File: config.mk
export PLATFORM = sky130hd
export DESIGN_NAME = run_ctrl
export DESIGN_NICKNAME = d
export VERILOG_FILES = /design/src/rtl/run_ctrl_pkg.sv /design/src/rtl/edge_pulse.sv /design/src/rtl/run_ctrl.sv
export SDC_FILE = /design/constraint.sdc
export NUM_CORES = 1
export LEC_CHECK = 0
export ABC_CLOCK_PERIOD_IN_PS = 2450
export BUFFER_PORTS_ARGS = -buffer_cell sky130_fd_sc_hd__buf_2
export CORE_UTILIZATION = 60
export CTS_CLUSTER_SIZE = 12
export DETAILED_ROUTE_END_ITERATION = 16
export PLACE_DENSITY_LB_ADDON = 0.2
export SYNTH_ARGS = -nofsm -noshare
export SYNTH_HDL_FRONTEND = slang
export SYNTH_HIERARCHICAL = 1
export SYNTH_SLANG_ARGS = --single-unit
File: constraint.sdc
create_clock -name CLK -period 2.45 [get_ports CLK]
set_clock_uncertainty 0.2 [all_clocks]
set_input_delay 0 -clock CLK [delete_from_list [all_inputs] [get_ports CLK]]
set_output_delay 0 -clock CLK [all_outputs]
set_load 0.02 [all_outputs]
File: src/rtl/run_ctrl_pkg.sv
`default_nettype none
// ============================================================================
//  Module      : run_ctrl_pkg
//  Description : Shared constants for run_ctrl: FSM state encoding,
//                button-event priority codes and auto-repeat timing.
//  Revision    : 1.0  initial release
// ============================================================================
package run_ctrl_pkg;

    // FSM state encoding (also exported on ctrl_state)
    localparam logic [2:0] S_IDLE     = 3'd0;
    localparam logic [2:0] S_LOADWAIT = 3'd1;
    localparam logic [2:0] S_READY    = 3'd2;
    localparam logic [2:0] S_RUN      = 3'd3;
    localparam logic [2:0] S_STEP     = 3'd4;

    // Winning button event of a cycle; load beats run beats step
    localparam logic [1:0] c_EV_NONE = 2'd0;
    localparam logic [1:0] c_EV_LOAD = 2'd1;
    localparam logic [1:0] c_EV_RUN  = 2'd2;
    localparam logic [1:0] c_EV_STEP = 2'd3;

    // Auto-repeat: hold time before repeating, and repeat period (log2 cycles)
    localparam int AUTO_HOLD_LOG2 = 20;
    localparam int AUTO_RATE_LOG2 = 18;

    // Collapse simultaneous edges into the single highest-priority event
    function automatic logic [1:0] pick_event(input logic ev_load,
                                              input logic ev_run,
                                              input logic ev_step);
        if (ev_load)      return c_EV_LOAD;
        else if (ev_run)  return c_EV_RUN;
        else if (ev_step) return c_EV_STEP;
        else              return c_EV_NONE;
    endfunction

endpackage
`default_nettype wire

File: src/rtl/edge_pulse.sv
`default_nettype none
// ============================================================================
//  Module      : edge_pulse
//  Description : Rising-edge detector for one debounced button level.
//                The history bit resets to 1 so a button held through
//                reset produces no edge.
//  Revision    : 1.0  initial release
// ============================================================================
module edge_pulse (
    input  logic CLK,
    input  logic reset,
    input  logic level,
    output logic rise
);

    logic r_last;

    // Remember the previous level every cycle
    always_ff @(posedge CLK or posedge reset) begin
        if (reset) r_last <= 1'b1;
        else       r_last <= level;
    end

    assign rise = level & ~r_last;

endmodule
`default_nettype wire

File: src/rtl/run_ctrl.sv
`default_nettype none
// ============================================================================
//  Module      : run_ctrl
//  Description : Turns debounced run/step/load buttons into single-cycle
//                requests for cpu_core, tracks load/run/single-step phases
//                and flags a load timeout.
//                Optional macro RUN_CTRL_AUTOREPEAT_EN: holding the step
//                button in STEP auto-repeats step requests.
//  Revision    : 1.0  initial release
// ============================================================================
module run_ctrl
    import run_ctrl_pkg::*;
#(
    parameter int                CNT_W        = 24,
    parameter logic [CNT_W-1:0]  LOAD_TIMEOUT = 24'd12_000_000
) (
    input  logic       CLK,
    input  logic       reset,
    input  logic       btn_run,
    input  logic       btn_step,
    input  logic       btn_load,
    input  logic       core_loaded,
    input  logic       core_executing,
    input  logic       core_step_wait,
    output logic       start_req,
    output logic       step_req,
    output logic       load_req,
    output logic       step_mode,
    output logic       load_err,
    output logic [2:0] ctrl_state
);

    localparam logic [CNT_W-1:0] c_TIMEOUT_LAST = LOAD_TIMEOUT - 1'b1;
    localparam logic [CNT_W-1:0] c_CNT_MAX      = {CNT_W{1'b1}};
    localparam logic [1:0]       c_GUARD_DONE   = 2'd2;

    // ------------------------------------------------------------------
    // Button edge detection
    // ------------------------------------------------------------------
    logic w_ev_run, w_ev_step, w_ev_load;
    logic [1:0] w_ev;

    edge_pulse u_edge_run  (.CLK(CLK), .reset(reset), .level(btn_run),  .rise(w_ev_run));
    edge_pulse u_edge_step (.CLK(CLK), .reset(reset), .level(btn_step), .rise(w_ev_step));
    edge_pulse u_edge_load (.CLK(CLK), .reset(reset), .level(btn_load), .rise(w_ev_load));

    assign w_ev = pick_event(w_ev_load, w_ev_run, w_ev_step);

    // ------------------------------------------------------------------
    // State and registered outputs
    // ------------------------------------------------------------------
    logic [2:0]       r_state, w_state_nxt;
    logic             r_start_req, r_step_req, r_load_req;
    logic             r_step_mode, r_load_err;
    logic [CNT_W-1:0] r_cnt;
    logic [1:0]       r_guard;   // cycles since entering RUN/STEP, saturates at 2

    logic             w_start_nxt, w_step_nxt, w_load_nxt;
    logic             w_mode_nxt, w_err_nxt;
    logic [CNT_W-1:0] w_cnt_nxt;
    logic [1:0]       w_guard_nxt;

    logic w_auto_step;

    // ------------------------------------------------------------------
    // Decisions shared by next-state and output logic
    // ------------------------------------------------------------------
    logic w_in_exec, w_finished, w_loaded, w_timeout;
    logic w_do_load, w_do_start, w_do_step, w_toggle;

    assign w_in_exec  = (r_state == S_RUN) || (r_state == S_STEP);
    // Program end only trusted once the core has had time to start
    assign w_finished = w_in_exec && (r_guard == c_GUARD_DONE) && !core_executing;
    assign w_loaded   = (r_state == S_LOADWAIT) && core_loaded;
    assign w_timeout  = (r_state == S_LOADWAIT) && !core_loaded && (r_cnt == c_TIMEOUT_LAST);
    assign w_do_load  = (w_ev == c_EV_LOAD) && ((r_state == S_IDLE) || (r_state == S_READY));
    assign w_do_start = (w_ev == c_EV_RUN)  && ((r_state == S_READY) ||
                                                ((r_state == S_STEP) && !w_finished));
    assign w_do_step  = !w_finished &&
                        (((r_state == S_RUN)  && (w_ev == c_EV_STEP)) ||
                         ((r_state == S_STEP) && (((w_ev == c_EV_STEP) && core_step_wait) ||
                                                  w_auto_step)));
    assign w_toggle   = (r_state == S_READY) && (w_ev == c_EV_STEP);

    // State register
    always_ff @(posedge CLK or posedge reset) begin
        if (reset) r_state <= S_IDLE;
        else       r_state <= w_state_nxt;
    end

    // Next-state decode
    always_comb begin
        w_state_nxt = r_state;
        case (r_state)
            S_IDLE:     if (w_do_load) w_state_nxt = S_LOADWAIT;
            S_LOADWAIT: begin
                if (w_loaded)       w_state_nxt = S_READY;
                else if (w_timeout) w_state_nxt = S_IDLE;
            end
            S_READY: begin
                if (w_do_load)       w_state_nxt = S_LOADWAIT;
                else if (w_do_start) w_state_nxt = r_step_mode ? S_STEP : S_RUN;
            end
            S_RUN: begin
                if (w_finished)     w_state_nxt = S_READY;
                else if (w_do_step) w_state_nxt = S_STEP;
            end
            S_STEP: begin
                if (w_finished)      w_state_nxt = S_READY;
                else if (w_do_start) w_state_nxt = S_RUN;
            end
            default:                 w_state_nxt = S_IDLE;
        endcase
    end

    // Output / datapath next values
    always_comb begin
        w_start_nxt = w_do_start;
        w_step_nxt  = w_do_step;
        w_load_nxt  = w_do_load;
        w_mode_nxt  = w_toggle ? ~r_step_mode : r_step_mode;
        w_err_nxt   = r_load_err;
        if (w_do_load)      w_err_nxt = 1'b0;
        else if (w_timeout) w_err_nxt = 1'b1;
        w_cnt_nxt = r_cnt;
        if (w_do_load)
            w_cnt_nxt = '0;
        else if ((r_state == S_LOADWAIT) && !core_loaded && !w_timeout && (r_cnt != c_CNT_MAX))
            w_cnt_nxt = r_cnt + 1'b1;
        w_guard_nxt = r_guard;
        if (w_state_nxt != r_state)      w_guard_nxt = 2'd0;
        else if (r_guard != c_GUARD_DONE) w_guard_nxt = r_guard + 2'd1;
    end

    // Request pulses, flags and counters
    always_ff @(posedge CLK or posedge reset) begin
        if (reset) begin
            r_start_req <= 1'b0;
            r_step_req  <= 1'b0;
            r_load_req  <= 1'b0;
            r_step_mode <= 1'b0;
            r_load_err  <= 1'b0;
            r_cnt       <= '0;
            r_guard     <= 2'd0;
        end else begin
            r_start_req <= w_start_nxt;
            r_step_req  <= w_step_nxt;
            r_load_req  <= w_load_nxt;
            r_step_mode <= w_mode_nxt;
            r_load_err  <= w_err_nxt;
            r_cnt       <= w_cnt_nxt;
            r_guard     <= w_guard_nxt;
        end
    end

    // ------------------------------------------------------------------
    // Optional step auto-repeat
    // ------------------------------------------------------------------
`ifdef RUN_CTRL_AUTOREPEAT_EN
    logic [AUTO_HOLD_LOG2-1:0] r_hold;
    logic [AUTO_RATE_LOG2-1:0] r_rate;
    logic                      r_auto;
    logic                      w_ar_keep;

    // Any other event, release, or leaving STEP cancels the repeat
    assign w_ar_keep   = (r_state == S_STEP) && btn_step && (w_ev == c_EV_NONE);
    assign w_auto_step = r_auto && (r_rate == {AUTO_RATE_LOG2{1'b1}}) && core_step_wait;

    // Hold timer arms repeat; rate timer then paces it
    always_ff @(posedge CLK or posedge reset) begin
        if (reset) begin
            r_hold <= '0;
            r_rate <= '0;
            r_auto <= 1'b0;
        end else if (!w_ar_keep) begin
            r_hold <= '0;
            r_rate <= '0;
            r_auto <= 1'b0;
        end else if (!r_auto) begin
            if (r_hold == {AUTO_HOLD_LOG2{1'b1}}) r_auto <= 1'b1;
            else                                  r_hold <= r_hold + 1'b1;
        end else begin
            r_rate <= r_rate + 1'b1;
        end
    end
`else
    assign w_auto_step = 1'b0;
`endif

    assign start_req  = r_start_req;
    assign step_req   = r_step_req;
    assign load_req   = r_load_req;
    assign step_mode  = r_step_mode;
    assign load_err   = r_load_err;
    assign ctrl_state = r_state;

endmodule
`default_nettype wire

# Word level (Yosys, flattened, before mapping)

Cells that the tools add are included.

Add/subtract/negate cells: 2
Eq/ne operators: 12
Muxes and demuxes: 20
Bitwise logic cells: 7
Reduce and logical (&&, ||, !) cells: 27

Operators by type and width:

| cell                                                                  | number |
|---|---|
| 24-bit two-way mux                                                    | 2 |
| 3-bit two-way mux                                                     | 10 |
| 24-bit by 1-bit adder with 24-bit output, second input constant       | 1 |
| 24-bit equality test, second input constant                           | 1 |
| 24-bit inequality test, second input constant                         | 1 |
| 1-bit logical AND                                                     | 15 |
| 3-bit case mux with 5 select lines                                    | 1 |
| 2-bit two-way mux                                                     | 5 |
| 2-bit equality test, second input constant                            | 3 |
| 3-bit by 2-bit equality test with 1-bit output, second input constant | 2 |
| 2-bit nonzero test                                                    | 3 |
| 1-bit logical NOT                                                     | 4 |
| 1-bit logical OR                                                      | 4 |
| 1-bit NOT                                                             | 4 |
| 1-bit bitwise AND                                                     | 3 |
| 3-bit by 1-bit equality test with 1-bit output, second input constant | 1 |
| 3-bit equality test, second input constant                            | 1 |
| 3-bit logical NOT                                                     | 1 |
| 3-bit inequality test                                                 | 1 |
| 2-bit by 1-bit adder with 2-bit output, second input constant         | 1 |
| 2-bit by 1-bit equality test with 1-bit output, second input constant | 1 |
| 1-bit two-way mux                                                     | 2 |
| 2-bit inequality test, second input constant                          | 1 |

Register bits: 37
Input bits: 8
Output and inout bits: 8
Word-level logic and storage cells: 79

# Logic depth before layout (Yosys ltp)

Word-level depth: 15
Gate-level depth with buffers: 7

# Modules after synthesis

Netlist, hierarchy kept.

By module, submodules not included:

| module     | instances | cells each | area an instance (um^2) |
|---|---|---|---|
| run_ctrl   | 1         | 225        | 2050.7 |
| edge_pulse | 3         | 3          | 43.8 |

# Least setup slack after synthesis

No wires, ideal clock.

Path type: register to register
Start point: register r_state[0] (netlist: ctrl_state[0])
End point: register r_cnt[6]
Data arrival time: 1.901 ns
Required time: 2.172 ns
Setup slack: 0.271 ns
Stages on the path, launching flop included: 7
Buffers on the path: 1
Cells stage by stage: dfrtp_1 -> inv_2 -> nor4_4 -> o41ai_2 -> clkbuf_1 -> or4_2 -> a21oi_1

Longest elaborated chain between the ends: 7

RTL lines:

| item                                           | RTL line                        | RTL |
|---|---|---|
| from (decl)                                    | run_ctrl.sv:52                  | `logic [2:0] r_state, w_state_nxt;` |
| from (signal assigned)                         | run_ctrl.sv:88                  | `else r_state <= w_state_nxt;` |
| 3-bit by 1-bit equality test with 1-bit output | run_ctrl.sv:75, run_ctrl.sv:128 |  |
| 1-bit logical AND                              | run_ctrl.sv:75, run_ctrl.sv:128 |  |
| 1-bit logical AND                              | run_ctrl.sv:75                  | `assign w_timeout = (r_state == S_LOADWAIT) && !core_loaded && (r_cnt == c_TIMEOUT_LAST);` |
| 1-bit logical NOT                              | run_ctrl.sv:128                 | `else if ((r_state == S_LOADWAIT) && !core_loaded && !w_timeout && (r_cnt != c_CNT_MAX))` |
| 1-bit logical AND (2 in a row)                 | run_ctrl.sv:128                 |  |
| 2-bit nonzero test (no line)                   | -                               |  |
| to (signal assigned)                           | run_ctrl.sv:151                 | `r_cnt <= w_cnt_nxt;` |
| to (decl)                                      | run_ctrl.sv:55                  | `logic [CNT_W-1:0] r_cnt;` |

Several ways; a longest one is shown, not always the timed one.
A chain may end at the register's enable or synchronous reset.

# Final worst setup path

Start point: register r_state[1] (netlist: ctrl_state[1])
End point: register r_cnt[6]

Same word-level chain as after synthesis.

==> metrics.cfg <==
[outcome]
status=finished clean

[synthesis]
synth_warnings=6
ys_seq_area_share_pct=42.60
ys_top_cells_by_count=dfrtp_1 (34), nand2_1 (23), a21oi_1 (17), nand3_1 (12), nand4_1 (12)
syn_inst=234
syn_nets=244
synth_area_leaders=dfrtp_1 (39%), nand2_1 (4.0%), a21oi_1 (3.9%)
synth.most_common_cell=dfrtp_1
synthArstFlopShare_pct=100.0
synth_area_per_cell_um2=9.325
synth-edff-count=0
yosysTopAreaCellShare_pct=38.99
yosys_most_used_dff=dfrtp_1
synth-seq-cells=37
ys_types=52
synth.largest_area_cell=dfrtp_1
syn_area_um2=2182

[setup_path]
end_kind=flop
r2r_cells=5
cp.required_ns=2.54
cp.arrival_ns=2.38
critPathLaunchType=flop
crit_path_max_fanout=17
crit_type=reg2reg

[route]
final_antenna_net_count=0
num_vias=1933
drc=0
firstDrtPassIters=4
routedWlPerCell_um=15.76
routed_wl_mm=4.932
viasPerCell=6.176
first_iter_violations=124

[worst_hold_path]
min_path_cells=4
hold_class=in2reg

[die]
core_area_um2=3416
fp.dieW_um=62.31
pin_count=16
die_area_um2=3882
start_util_pct=63.88
die_h_um=62.31
rows=21

[cts]
clk_path_buf_depth=2
cts_made_buffers=5
clkTransAtPathRegs_ns=0.11
htreeDepth=2
tritoncts=built
clockRootBuffer=clkbuf_4
clock_sinks=37
insertion_delay_ns=0.36

[timing]
finalSetupViolations=0
tns_ns=0
tightestPinTransition_ns=0.5458
post-route-period-util_pct=93.27
max_freq_mhz=437.6
rsz0062_at_grt=false
period_minus_slack_ns=2.285
slew_headroom_pct=63.31
drv_slew=0
hold_viol_final=0

[global_route]
grt_max_degree=35
antenna_found_initial=0
grt_pass1_wl_mm=8.852
overflow=0
grt_use_total_pct=29.49
grt_pass1_vias=1897

[power_and_ir_drop]
switching_share_pct=36.29
internal_power_mw=1.035
ir_drop_uv=653.5
pwr-share-comb_pct=32.3
sequentialPowerShare_pct=46.4
power.switching_uw=589.3
pwr_density_cell_nw_per_um2=647.0
power_leakage_nw=1.010
power_frac_clock_pct=21.3

[final_layout]
final_nets=276
insertedDiodeCount=0
synthToLayoutAreaGrowth_pct=15.02
drive_gt1_share_pct=19.10
layout.cells.non_filler=313

[placed_design]
dp_cells=298
hpwl_mm=3.485
gp_congestion=0.8967
io_buffers=15

[run]
maxCapViolCount=0

==> repair_timing <==
item	CTS	global route
hold endpoints to repair	49	0
hold buffers	7	0
endpoints found under the setup margin	0	3
buffers inserted	0	0
resized for setup	0	1
==> cells by family (layout without fill, tap and decap cells) <==
kind of cell             after synthesis  in the layout  share of synthesized area (%)
flip-flops                            37             37                          42.60
adder cells (fa/ha/maj)                2              2                          1.147
buffers and inverters                 19             52                          4.070
AO/OA/AOI/OAI                         48             48                          14.34
XOR/XNOR                               3              3                          1.204
multiplexers                           8              8                          3.670
AND/OR/NAND/NOR                      117            117                          32.97
==> state kept, by name, indices dropped and copies added (netlist names) <==
register / flops
load_err: 1
r_cnt: 24
r_guard: 2
load_req: 1
step_req: 1
step_mode: 1
u_edge_run/r_last: 1
u_edge_load/r_last: 1
ctrl_state: 3
start_req: 1
u_edge_step/r_last: 1
==> routing by layer <==
metal | share of wire (%) | GRT usage [%] | vias up
li1 | - | - | 950
met1 | 49 | 40.68 | 932
met2 | 45 | 45.88 | 43
met3 | 4.0 | 6.066 | 8
met4 | 1.8 | 11.34 | 0
met5 | 0 | 0 | -
==> metrics by stage <==
stage                     hold WS (ns)  total power, mW  util (%)  setup slack (ns)  cell area, um^2
final                          0.01496            1.624     73.48            0.1649             2510
after floorplan                -0.3103            1.118         -            0.2712             2182
after detailed placement       -0.1679            1.269     69.60            0.1572             2377
after global routing           0.05320            1.715     73.48          0.003275             2510
after global placement         -0.1690            1.252     69.60            0.1999             2377
after CTS                     0.001937            1.621     73.37            0.1293             2506
==> layout by cell type (no fill, tap or decap), types with 8 or more instances in the layout <==
master / instances
or4_1: 10
mux2i_1: 8
inv_1: 9
nand3_1: 12
nand2_1: 23
buf_2: 15
a21oi_1: 17
nand4_1: 12
dfrtp_1: 34
buf_4: 10
o31ai_1: 10
nor2_1: 11
==> worst max-delay path: stages (launching register included) <==
cell,delay (ns)
dfrtp_1,0.48
nor4_4,0.40
o41ai_4,0.19
buf_6,0.19
or4_2,0.60
a21oi_1,0.16
==> power groups by stage <==
stage	clock network (mW)	logic, mW	registers [mW]
global route	0.369	0.584	0.763
detailed placement	0	0.507	0.762
finish	0.346	0.525	0.753
global placement	0	0.496	0.756
CTS	0.352	0.517	0.751
floorplan	0	0.329	0.788
==> cell type report <==
| type | count | area [um^2] |
|---|---|---|
| clock buffers | 8 | 58.81 |
| fillers | 267 | 905.9 |
| inverters | 10 | 37.54 |
| well taps | 46 | 57.56 |
| multi-input cells | 178 | 1175 |
| flip-flops and latches | 37 | 929.6 |
| repair buffers | 34 | 251.5 |
==> worst paths after layout <==
check                                              from                      endpoint  slack (ns)
worst min-delay path                     core_executing           start_req$_DFF_PP0_        0.01
max in group asynchronous                         reset  u_edge_load/r_last$_DFF_PP1_        1.41
worst min register to register    r_cnt[18]$_DFFE_PP0P_         r_cnt[18]$_DFFE_PP0P_        0.34
worst max register to register  ctrl_state[1]$_DFF_PP0_          r_cnt[6]$_DFFE_PP0P_        0.16
min in group asynchronous                         reset         r_cnt[13]$_DFFE_PP0P_        0.10
worst max-delay path            ctrl_state[1]$_DFF_PP0_          r_cnt[6]$_DFFE_PP0P_        0.16
Power figures use the tool's default switching activity.
